**src/rtl/taskwait_stream_arbiter.sv**
```systemverilog
// Round-robin packet arbiter merging NUM_IN taskwait AXI-Stream producers
// into one registered output stream; packets are never interleaved.
module taskwait_stream_arbiter #(
  parameter int NUM_IN  = 2,
  parameter int ID_BITS = 4
) (
  input  logic                        ap_clk,
  input  logic                        ap_rst,
  input  logic [NUM_IN*64-1:0]        in_TDATA,
  input  logic [NUM_IN*ID_BITS-1:0]   in_TID,
  input  logic [NUM_IN-1:0]           in_TLAST,
  input  logic [NUM_IN-1:0]           in_TVALID,
  output logic [NUM_IN-1:0]           in_TREADY,
  output logic [63:0]                 outStream_TDATA,
  output logic [ID_BITS-1:0]          outStream_TID,
  output logic                        outStream_TLAST,
  output logic                        outStream_TVALID,
  input  logic                        outStream_TREADY,
  output logic                        err_short,
  output logic                        err_long
);
  localparam int GW = (NUM_IN > 1) ? $clog2(NUM_IN) : 1;

  typedef enum logic {IDLE, LOCKED} state_e;

  state_e              state_q;
  logic [GW-1:0]       grant_q, last_q;
  logic [1:0]          cnt_q;
  logic                out_vld_q, out_last_q, err_short_q, err_long_q;
  logic [63:0]         out_data_q;
  logic [ID_BITS-1:0]  out_tid_q;

  logic                out_free, accept, sel_valid, sel_last;
  logic [63:0]         sel_data;
  logic [ID_BITS-1:0]  sel_tid;
  logic [1:0]          cnt_inc;
  logic                arb_found, hi_found, lo_found;
  logic [GW-1:0]       arb_idx, hi_idx, lo_idx;

  // Mux of the currently granted input
  always_comb begin
    sel_valid = 1'b0;
    sel_last  = 1'b0;
    sel_data  = '0;
    sel_tid   = '0;
    for (int i = 0; i < NUM_IN; i++) begin
      if (grant_q == GW'(i)) begin
        sel_valid = in_TVALID[i];
        sel_last  = in_TLAST[i];
        sel_data  = in_TDATA[64*i +: 64];
        sel_tid   = in_TID[ID_BITS*i +: ID_BITS];
      end
    end
  end

  // Cyclic scan from last_q+1: lowest valid above last_q, else lowest valid overall
  always_comb begin
    hi_found = 1'b0;
    lo_found = 1'b0;
    hi_idx   = '0;
    lo_idx   = '0;
    for (int i = NUM_IN - 1; i >= 0; i--) begin
      if (in_TVALID[i]) begin
        lo_found = 1'b1;
        lo_idx   = GW'(i);
        if (GW'(i) > last_q) begin
          hi_found = 1'b1;
          hi_idx   = GW'(i);
        end
      end
    end
    arb_found = lo_found;
    arb_idx   = hi_found ? hi_idx : lo_idx;
  end

  assign out_free = !out_vld_q || outStream_TREADY;
  assign accept   = (state_q == LOCKED) && sel_valid && out_free;
  assign cnt_inc  = (cnt_q == 2'd3) ? 2'd3 : cnt_q + 2'd1;

  always_comb begin
    in_TREADY = '0;
    if (state_q == LOCKED) begin
      for (int i = 0; i < NUM_IN; i++) begin
        if (grant_q == GW'(i)) in_TREADY[i] = out_free;
      end
    end
  end

  always_ff @(posedge ap_clk) begin
    if (ap_rst) begin
      state_q     <= IDLE;
      grant_q     <= '0;
      last_q      <= GW'(NUM_IN - 1);
      cnt_q       <= 2'd0;
      out_vld_q   <= 1'b0;
      out_last_q  <= 1'b0;
      out_data_q  <= '0;
      out_tid_q   <= '0;
      err_short_q <= 1'b0;
      err_long_q  <= 1'b0;
    end else begin
      // The output register drains independently of arbitration state
      if (out_free) begin
        out_vld_q <= accept;
        if (accept) begin
          out_data_q <= sel_data;
          out_tid_q  <= sel_tid;
          out_last_q <= sel_last;
        end
      end
      case (state_q)
        IDLE: begin
          if (arb_found) begin
            grant_q <= arb_idx;
            cnt_q   <= 2'd0;
            state_q <= LOCKED;
          end
        end
        LOCKED: begin
          if (accept) begin
            cnt_q <= cnt_inc;
            if (sel_last && cnt_inc == 2'd1)  err_short_q <= 1'b1;
            if (!sel_last && cnt_inc == 2'd2) err_long_q  <= 1'b1;
            if (sel_last) begin
              last_q  <= grant_q;
              state_q <= IDLE;
            end
          end
        end
        default: state_q <= IDLE;
      endcase
    end
  end

  assign outStream_TDATA  = out_data_q;
  assign outStream_TID    = out_tid_q;
  assign outStream_TLAST  = out_last_q;
  assign outStream_TVALID = out_vld_q;
  assign err_short        = err_short_q;
  assign err_long         = err_long_q;
endmodule

```
**config.mk**
```make
export PLATFORM = sky130hd
export DESIGN_NAME = taskwait_stream_arbiter
export DESIGN_NICKNAME = d
export VERILOG_FILES = /design/src/rtl/taskwait_stream_arbiter.sv
export SDC_FILE = /design/constraint.sdc
export NUM_CORES = 1
export LEC_CHECK = 0
export CAP_MARGIN = 20
export CORE_MARGIN = 2
export CORE_UTILIZATION = 35
export CTS_BUF_LIST = sky130_fd_sc_hd__clkbuf_4
export CTS_CLUSTER_DIAMETER = 120
export DETAILED_ROUTE_END_ITERATION = 8
export DONT_BUFFER_PORTS = 1
export PLACE_DENSITY = 0.52
export SYNTH_ARGS = -nofsm -noshare
export SYNTH_HDL_FRONTEND = slang
export SYNTH_SLANG_ARGS = --single-unit
export TNS_END_PERCENT = 50
```
**constraint.sdc**
```tcl
create_clock -name ap_clk -period 2.5 [get_ports ap_clk]
set_input_delay 0.5 -clock ap_clk [delete_from_list [all_inputs] [get_ports ap_clk]]
set_output_delay 0.5 -clock ap_clk [all_outputs]
set_load 0.02 [all_outputs]
```
# After elaboration in Yosys (flattened, before gate mapping)
# Index checks and enable logic that the tools add are counted.
[totals]
input_bits = 143
ff_bits = 77
elab_cells = 57
[op_classes]
addsub = 1
n_bitwise = 1
order_cmp = 2
mux = 25
n_eq_ne = 5
n_reduce_logical = 13
[op_table]
columns = ["op", "n"]
rows = [
  ["$mux W64", 1],
  ["$mux W1", 17],
  ["$reduce_and A3 Y1", 3],
  ["$mux W2", 4],
  ["$reduce_and A2 Y1", 3],
  ["$eq A2 B2 Y1 const B", 2],
  ["$logic_and A1 B1 Y1", 4],
  ["$mux W4", 1],
  ["$pmux W2 S2", 1],
  ["$add A2 B1 Y2 const B", 1],
  ["$eq A2 B1 Y1 const B", 1],
  ["$gt A1 B1 Y1 const A", 2],
  ["$logic_not A1 Y1", 2],
  ["$ne A2 B1 Y1 const B", 1],
  ["$ne A2 B2 Y1 const B", 1],
  ["$pmux W1 S2", 1],
  ["$logic_or A1 B1 Y1", 1],
  ["$not A1 Y1", 1],
]

# Longest topological paths before layout
# Gate-level depths: netlist of the first run.
[depth]
depth_word = 6
ltp_mapped = 7

# Worst setup path before layout of the first run
# OpenSTA, ideal clock, no wires.
[synth_timing]
path_type = "input to register"
startpoint = "input port in_TVALID[0]"
endpoint = "register last_q"
stages = 7
t_arrival_ns = 1.550
path_slack_ns = 0.831
path_buffers = 3
setup_ns = 0.119
required_ns = 2.381
path_cell_list = "mux2_4 > and3_1 > buf_2 > buf_6 > buf_6 > a31oi_1 > nand2_1"
[synth_via]
elab_chain_cells = 4
[synth_lines]
columns = ["item", "line", "source"]
rows = [
  ["start, declared", "12", "input logic [NUM_IN-1:0] in_TVALID,"],
  ["$mux W1", "47", "if (grant_q == GW'(i)) begin"],
  ["$logic_and A1 B1 Y1 (2 in a row)", "77", "assign accept = (state_q == LOCKED) && sel_valid && out_free;"],
  ["$reduce_and A3 Y1 (no source line)", "--", ""],
  ["end signal, assigned", "93", "last_q <= GW'(NUM_IN - 1);"],
  ["end signal, assigned", "125", "last_q <= grant_q;"],
  ["end, declared", "27", "logic [GW-1:0] grant_q, last_q;"],
]
# No other way between the ends.
# A chain may end at the register's enable or synchronous reset.

# Worst setup path after layout of the first run
[layout_timing]
startpoint = "register out_vld_q (netlist: outStream_TVALID)"
endpoint = "output port in_TREADY[0]"
[layout_via]
elab_chain_cells = 4
[layout_lines]
columns = ["item", "line", "source"]
rows = [
  ["start, declared", "29", "logic out_vld_q, out_last_q, err_short_q, err_long_q;"],
  ["start signal, assigned", "104", "out_vld_q <= accept;"],
  ["$logic_not A1 Y1", "76", "assign out_free = !out_vld_q || outStream_TREADY;"],
  ["$logic_or A1 B1 Y1", "76", ""],
  ["$mux W1", "84", "if (grant_q == GW'(i)) in_TREADY[i] = out_free;"],
  ["$mux W2", "82", "if (state_q == LOCKED) begin"],
  ["end, declared", "13", "output logic [NUM_IN-1:0] in_TREADY,"],
]
# No other way between the ends.

==> results of run 1 <==
==> synthesized netlist by cell type (all sizes together), types with 2 or more instances <==
cell type / number / share of area
nand2: 6 / 0.0060
nand2b: 3 / 0.0050
and3: 2 / 0.0033
a211oi: 68 / 0.23
clkbuf: 8 / 0.0080
dfxtp: 77 / 0.41
a31oi: 2 / 0.0033
buf: 25 / 0.049
mux2: 2 / 0.0070
o21ai: 3 / 0.0040
nor2: 72 / 0.072
mux2i: 69 / 0.18
a21oi: 4 / 0.0054
==> cells by family after synthesis <==
logic type	synth area share
buffers and inverters	0.0582
DFF	0.412
and+or+nand+nor	0.0916
AOI/OAI and AO/OA	0.246
muxes	0.192
==> layer usage <==
layer / part of all wire / routed length [um] / track usage
met1: 0.41 / 3240 / 0.157
met2: 0.46 / 3690 / 0.205
met3: 0.11 / 881 / 0.0496
met4: 0.017 / 135 / 0.0549
met5: 0 / 0 / 0
==> per-stage QoR <==
| stage | util | hold slack [ps] | total power, mW | worst slack, ps | cell area, um^2 |
|---|---|---|---|---|---|
| floorplan | - | 437 | 1.96 | 831 | 3740 |
| global placement | 0.364 | 449 | 1.98 | 707 | 3780 |
| detailed placement | 0.364 | 468 | 2.00 | 658 | 3780 |
| CTS | 0.377 | 91.0 | 2.76 | 549 | 3910 |
| global route | 0.377 | 82.4 | 2.85 | 499 | 3910 |
| finish | 0.377 | 130 | 2.70 | 586 | 3910 |
==> state kept, by name, summed over array words and instances (netlist names) <==
| signal | count |
|---|---|
| outStream_TDATA | 64 |
| outStream_TID | 4 |
| cnt_q | 2 |
| err_long | 1 |
| err_short | 1 |
| grant_q | 1 |
| last_q | 1 |
| outStream_TLAST | 1 |
| outStream_TVALID | 1 |
| state_q | 1 |
==> report_power, final <==
part / leakage (nW) / total (mW) / internal, mW / switching, mW
Sequential: 0.632 / 1.53 / 1.33 / 0.200
Clock: 0.0654 / 0.746 / 0.298 / 0.448
Combinational: 0.492 / 0.428 / 0.194 / 0.234
Total: 1.19 / 2.70 / 1.82 / 0.883
==> layout make-up <==
cell class                      count  area [um^2]
Multi-Input combinational cell    237         1990
Clock buffer                        9         67.6
Tap cell                          136          170
Clock inverter                      7         66.3
Sequential cell                    77         1550
Fill cell                        1054         6460
Timing Repair Buffer                6         70.1
Inverter                            1         3.75
==> worst paths after layout <==
check | startpoint | end | slack, ps
worst max register to register | grant_q | outStream_TDATA[49] | 610
worst min-delay path | ap_rst | outStream_TDATA[33] | 130
worst max-delay path | outStream_TVALID | in_TREADY[0] | 590
worst min register to register | last_q | last_q | 480
==> results_dict.tcl, run 1 <==
set metrics [dict create \
    outcome "finished clean" \
    drc_errors 0 \
    async_flop_share 0 \
    cp-end-kind "output port" \
    grt_pass1_vias 2254 \
    min_period_ps 1910 \
    hpwl_um 5650 \
    crit_chain "nand2b_1 > nand2_1 > nor2_1" \
    antenna_cells 0 \
    hold_viol_final 0 \
    wl_per_cell_um 16.8 \
    hp-class "in -> reg" \
    grt_max_degree 79 \
    netlist_area_um2 3740 \
    dp_cells 457 \
    critPathSlowestCell "dfxtp_1" \
    synthesis.nets 491 \
    io_buffers 0 \
    die_area_um2 11500 \
    clkSlewWorstSetupHoldPaths_ps 130 \
    worst_slew_pin_slew_ps 651 \
    routed_wl_um 7950 \
    drive_gt1_frac 0.273 \
    holdPathStages 1 \
    layout_commonest_cell "dfxtp_1" \
    drt_iter0_drc 77 \
    crit_family "simple AND/OR/NAND/NOR gates" \
    vias 2470 \
    fin_nets 475 \
    ant_nets 0 \
    yosysWarningCount 0 \
    hold_buffers 0 \
    rsz0062_at_grt "false" \
    track_usage 0.130 \
    max_freq_ghz 0.522 \
    ir_drop_mv 0.235 \
    cts_resized 0 \
    grt_pass1_wl_um 11500 \
    worstPathMaxFanout 5 \
    synth.avg_cell_area_um2 10.8 \
    critical_path_arrival_ps 1410 \
    drv_cap 0 \
    layout.cells.non_filler 473 \
    ys_ff_latch 77 \
    antenna_found_initial 0 \
    crit_type "reg -> out" \
    fp-row-count 37 \
    root_buffer "clkbuf_4" \
    cts.sinks 77 \
    critical_path_buf_inv_count 0 \
    fin_worst_skew_ps 12.7 \
    relSlewSlack 0.566 \
    drt_pass1_iterations 4 \
    cts_buffer_depth 2 \
    finalSetupTns_ps 0 \
    start_util 0.361 \
    synth_edf_count 0 \
    cp_data_required_time_ps 2000 \
    fin_crit_sh 0.766 \
    viasPerCell 5.22 \
    worstSkewPairLatency_ps 420 \
    worst-r2r-cell-count 5 \
    slowest_delay_ps 410 \
    overflow 0 \
    setup_viol 0 \
    synthFlopType "dfxtp_1" \
    ys_seq_area_frac 0.412 \
    routabilityCongestion 0.671 \
    syn_inst 348 \
    area_growth_pct 4.52 \
    cp_num_cells 3 \
    cts_setup_buffers 0 \
    critPathLaunchType "flop" \
    power_density_nw_per_um2 691 \
    numCtsBuffers 9 \
    power_leakage_nw 1.19 \
    synth_cell_type_count 24 \
    cts_tree "yes" \
    core_area_um2 10400 \
    die_h_um 107 \
    final_cell_mix "dfxtp_1, nor2_1, mux2i_1" \
    die_w_um 107 \
    final_max_slew_viol_count 0 \
    htree_levels 3 \
    pin_count 217 \
]
Note: power is estimated with default switching activity, not from simulation.
==> run 2, diff against run 1 <==
==> constraint.sdc (replaced) <==
create_clock -name ap_clk -period 1.9 [get_ports ap_clk]
set_input_delay 0.38 -clock ap_clk [delete_from_list [all_inputs] [get_ports ap_clk]]
set_output_delay 0.38 -clock ap_clk [all_outputs]
set_load 0.02 [all_outputs]
==> results_dict.tcl, run 2 (synthesized netlist as in run 1, its figures left out) <==
set metrics [dict create \
    outcome "finished clean" \
    power_frac_clock 0.277 \
    wl_per_cell_um 17.4 \
    final_max_slew_viol_count 0 \
    track_usage 0.138 \
    p_sw_mw 1.16 \
    setup_viol 0 \
    power_leakage_nw 1.22 \
    ir_drop_mv 0.307 \
    ant_nets 0 \
    hold_viol_final 0 \
    io_buffers 0 \
    grt_max_degree 79 \
    drt_iter0_drc 101 \
    worstPathMaxFanout 37 \
    routed_wl_um 8250 \
    antenna_found_initial 0 \
    fin_crit_sh 0.935 \
    drv_cap 0 \
    hp-class "in -> reg" \
    final_cell_mix "dfxtp_1, nor2_1, mux2i_1" \
    cts.sinks 77 \
    p_sw_frac 0.323 \
    hpwl_um 5500 \
    drt_pass1_iterations 4 \
    finalSetupTns_ps 0 \
    vias 2547 \
    cts_buffer_depth 2 \
    pwr-share-seq 0.556 \
    drc_errors 0 \
    routabilityCongestion 0.698 \
    core_area_um2 10400 \
    overflow 0 \
    numCtsBuffers 9 \
    root_buffer "clkbuf_4" \
    critPathLaunchType "flop" \
    antenna_cells 0 \
    cp_data_required_time_ps 1520 \
    viasPerCell 5.36 \
    pin_count 217 \
    worst-r2r-cell-count 5 \
    relSlewSlack 0.617 \
    cts_tree "yes" \
    clkSlewWorstSetupHoldPaths_ps 130 \
    largest_reg_flops 64 \
    worst_slew_pin_slew_ps 575 \
    grt_pass1_wl_um 12300 \
    cts_setup_buffers 0 \
    drive_gt1_frac 0.280 \
    htree_levels 3 \
    crit_type "reg -> out" \
    start_util 0.361 \
    final_area_um2 3970 \
    layout.cells.non_filler 475 \
    rsz0062_at_grt "false" \
    fin_nets 477 \
    cp-end-kind "output port" \
    die_w_um 107 \
    fp-row-count 37 \
    area_growth_pct 6.02 \
    critical_path_arrival_ps 1400 \
    min_period_ps 1780 \
    layout_commonest_cell "dfxtp_1" \
    combPwrFrac 0.167 \
    holdPathStages 1 \
    die_area_um2 11500 \
    max_freq_ghz 0.563 \
    die_h_um 107 \
    grt_pass1_vias 2410 \
    worstSkewPairLatency_ps 410 \
    place_area_um2 3780 \
    power_density_nw_per_um2 906 \
    fin_worst_skew_ps 14.7 \
    p_int_mw 2.43 \
    dp_cells 458 \
]
## run 2: changes by cell type in the layout (fill, tap and decap cells not counted)
cell,previous run,this run
clkbuf_4,9,10
clkinv_4,0,1
clkinvlp_4,3,2
clkinv_1,1,0
buf_6,0,1
buf_12,2,1
bufbuf_16,0,1
buf_16,0,1
## run 2: path summary, 6_finish.rpt
path                              start                  end  slack (ps)
worst max-delay path            grant_q         in_TREADY[1]         120
worst min-delay path             ap_rst  outStream_TDATA[30]          20
worst max register to register  grant_q  outStream_TDATA[63]         180
worst min register to register   last_q               last_q         470
## run 2: timing repair
item / in CTS / in global routing
endpoints found under the setup margin: 1 / 0
hold endpoints to repair: 42 / 49
gates resized for setup: 2 / 0
## run 2: stage by stage
step | hold WS (ps) | utilization | power (mW) | setup WS (ps)
4_1_cts | -27.4 | 0.382 | 3.68 | 44.9
3_5_place_dp | 452 | 0.365 | 2.63 | 58.5
5_1_grt | -45.2 | 0.382 | 3.80 | 9.89
6_report | 18.0 | 0.382 | 3.59 | 124
3_3_place_gp | 447 | 0.365 | 2.61 | 110
2_1_floorplan | 437 | - | 2.58 | 351
## run 2: final cells by class
type / count / area (um^2)
sequential: 77 / 1550
clock buffer: 10 / 75.1
timing repair buffer: 8 / 121
clock inverter: 6 / 63.8
fill: 1015 / 6400
tap: 136 / 170
inverter: 1 / 3.75
multi-input combinational: 237 / 1990
## run 2: critical path, stage by stage (launching register included)
cell,delay (ps)
dfxtp_4,410
buf_16,240
and3_1,330
## run 2: power by group through the flow
stage          Combinational [mW]  Sequential, mW  Clock (mW)
2_1_floorplan               0.570            2.01           0
3_3_place_gp                0.568            2.04           0
3_5_place_dp                0.590            2.04           0
4_1_cts                     0.609            2.00        1.06
5_1_grt                     0.661            2.02        1.13
6_report                    0.598            2.00       0.996
## run 2: layer usage
layer	track usage	share of wire	up-vias
met1	0.156	0.39	1170
li1	-	-	1228
met3	0.0617	0.11	10
met2	0.231	0.48	139
met5	0	0	-
met4	0.0467	0.013	0
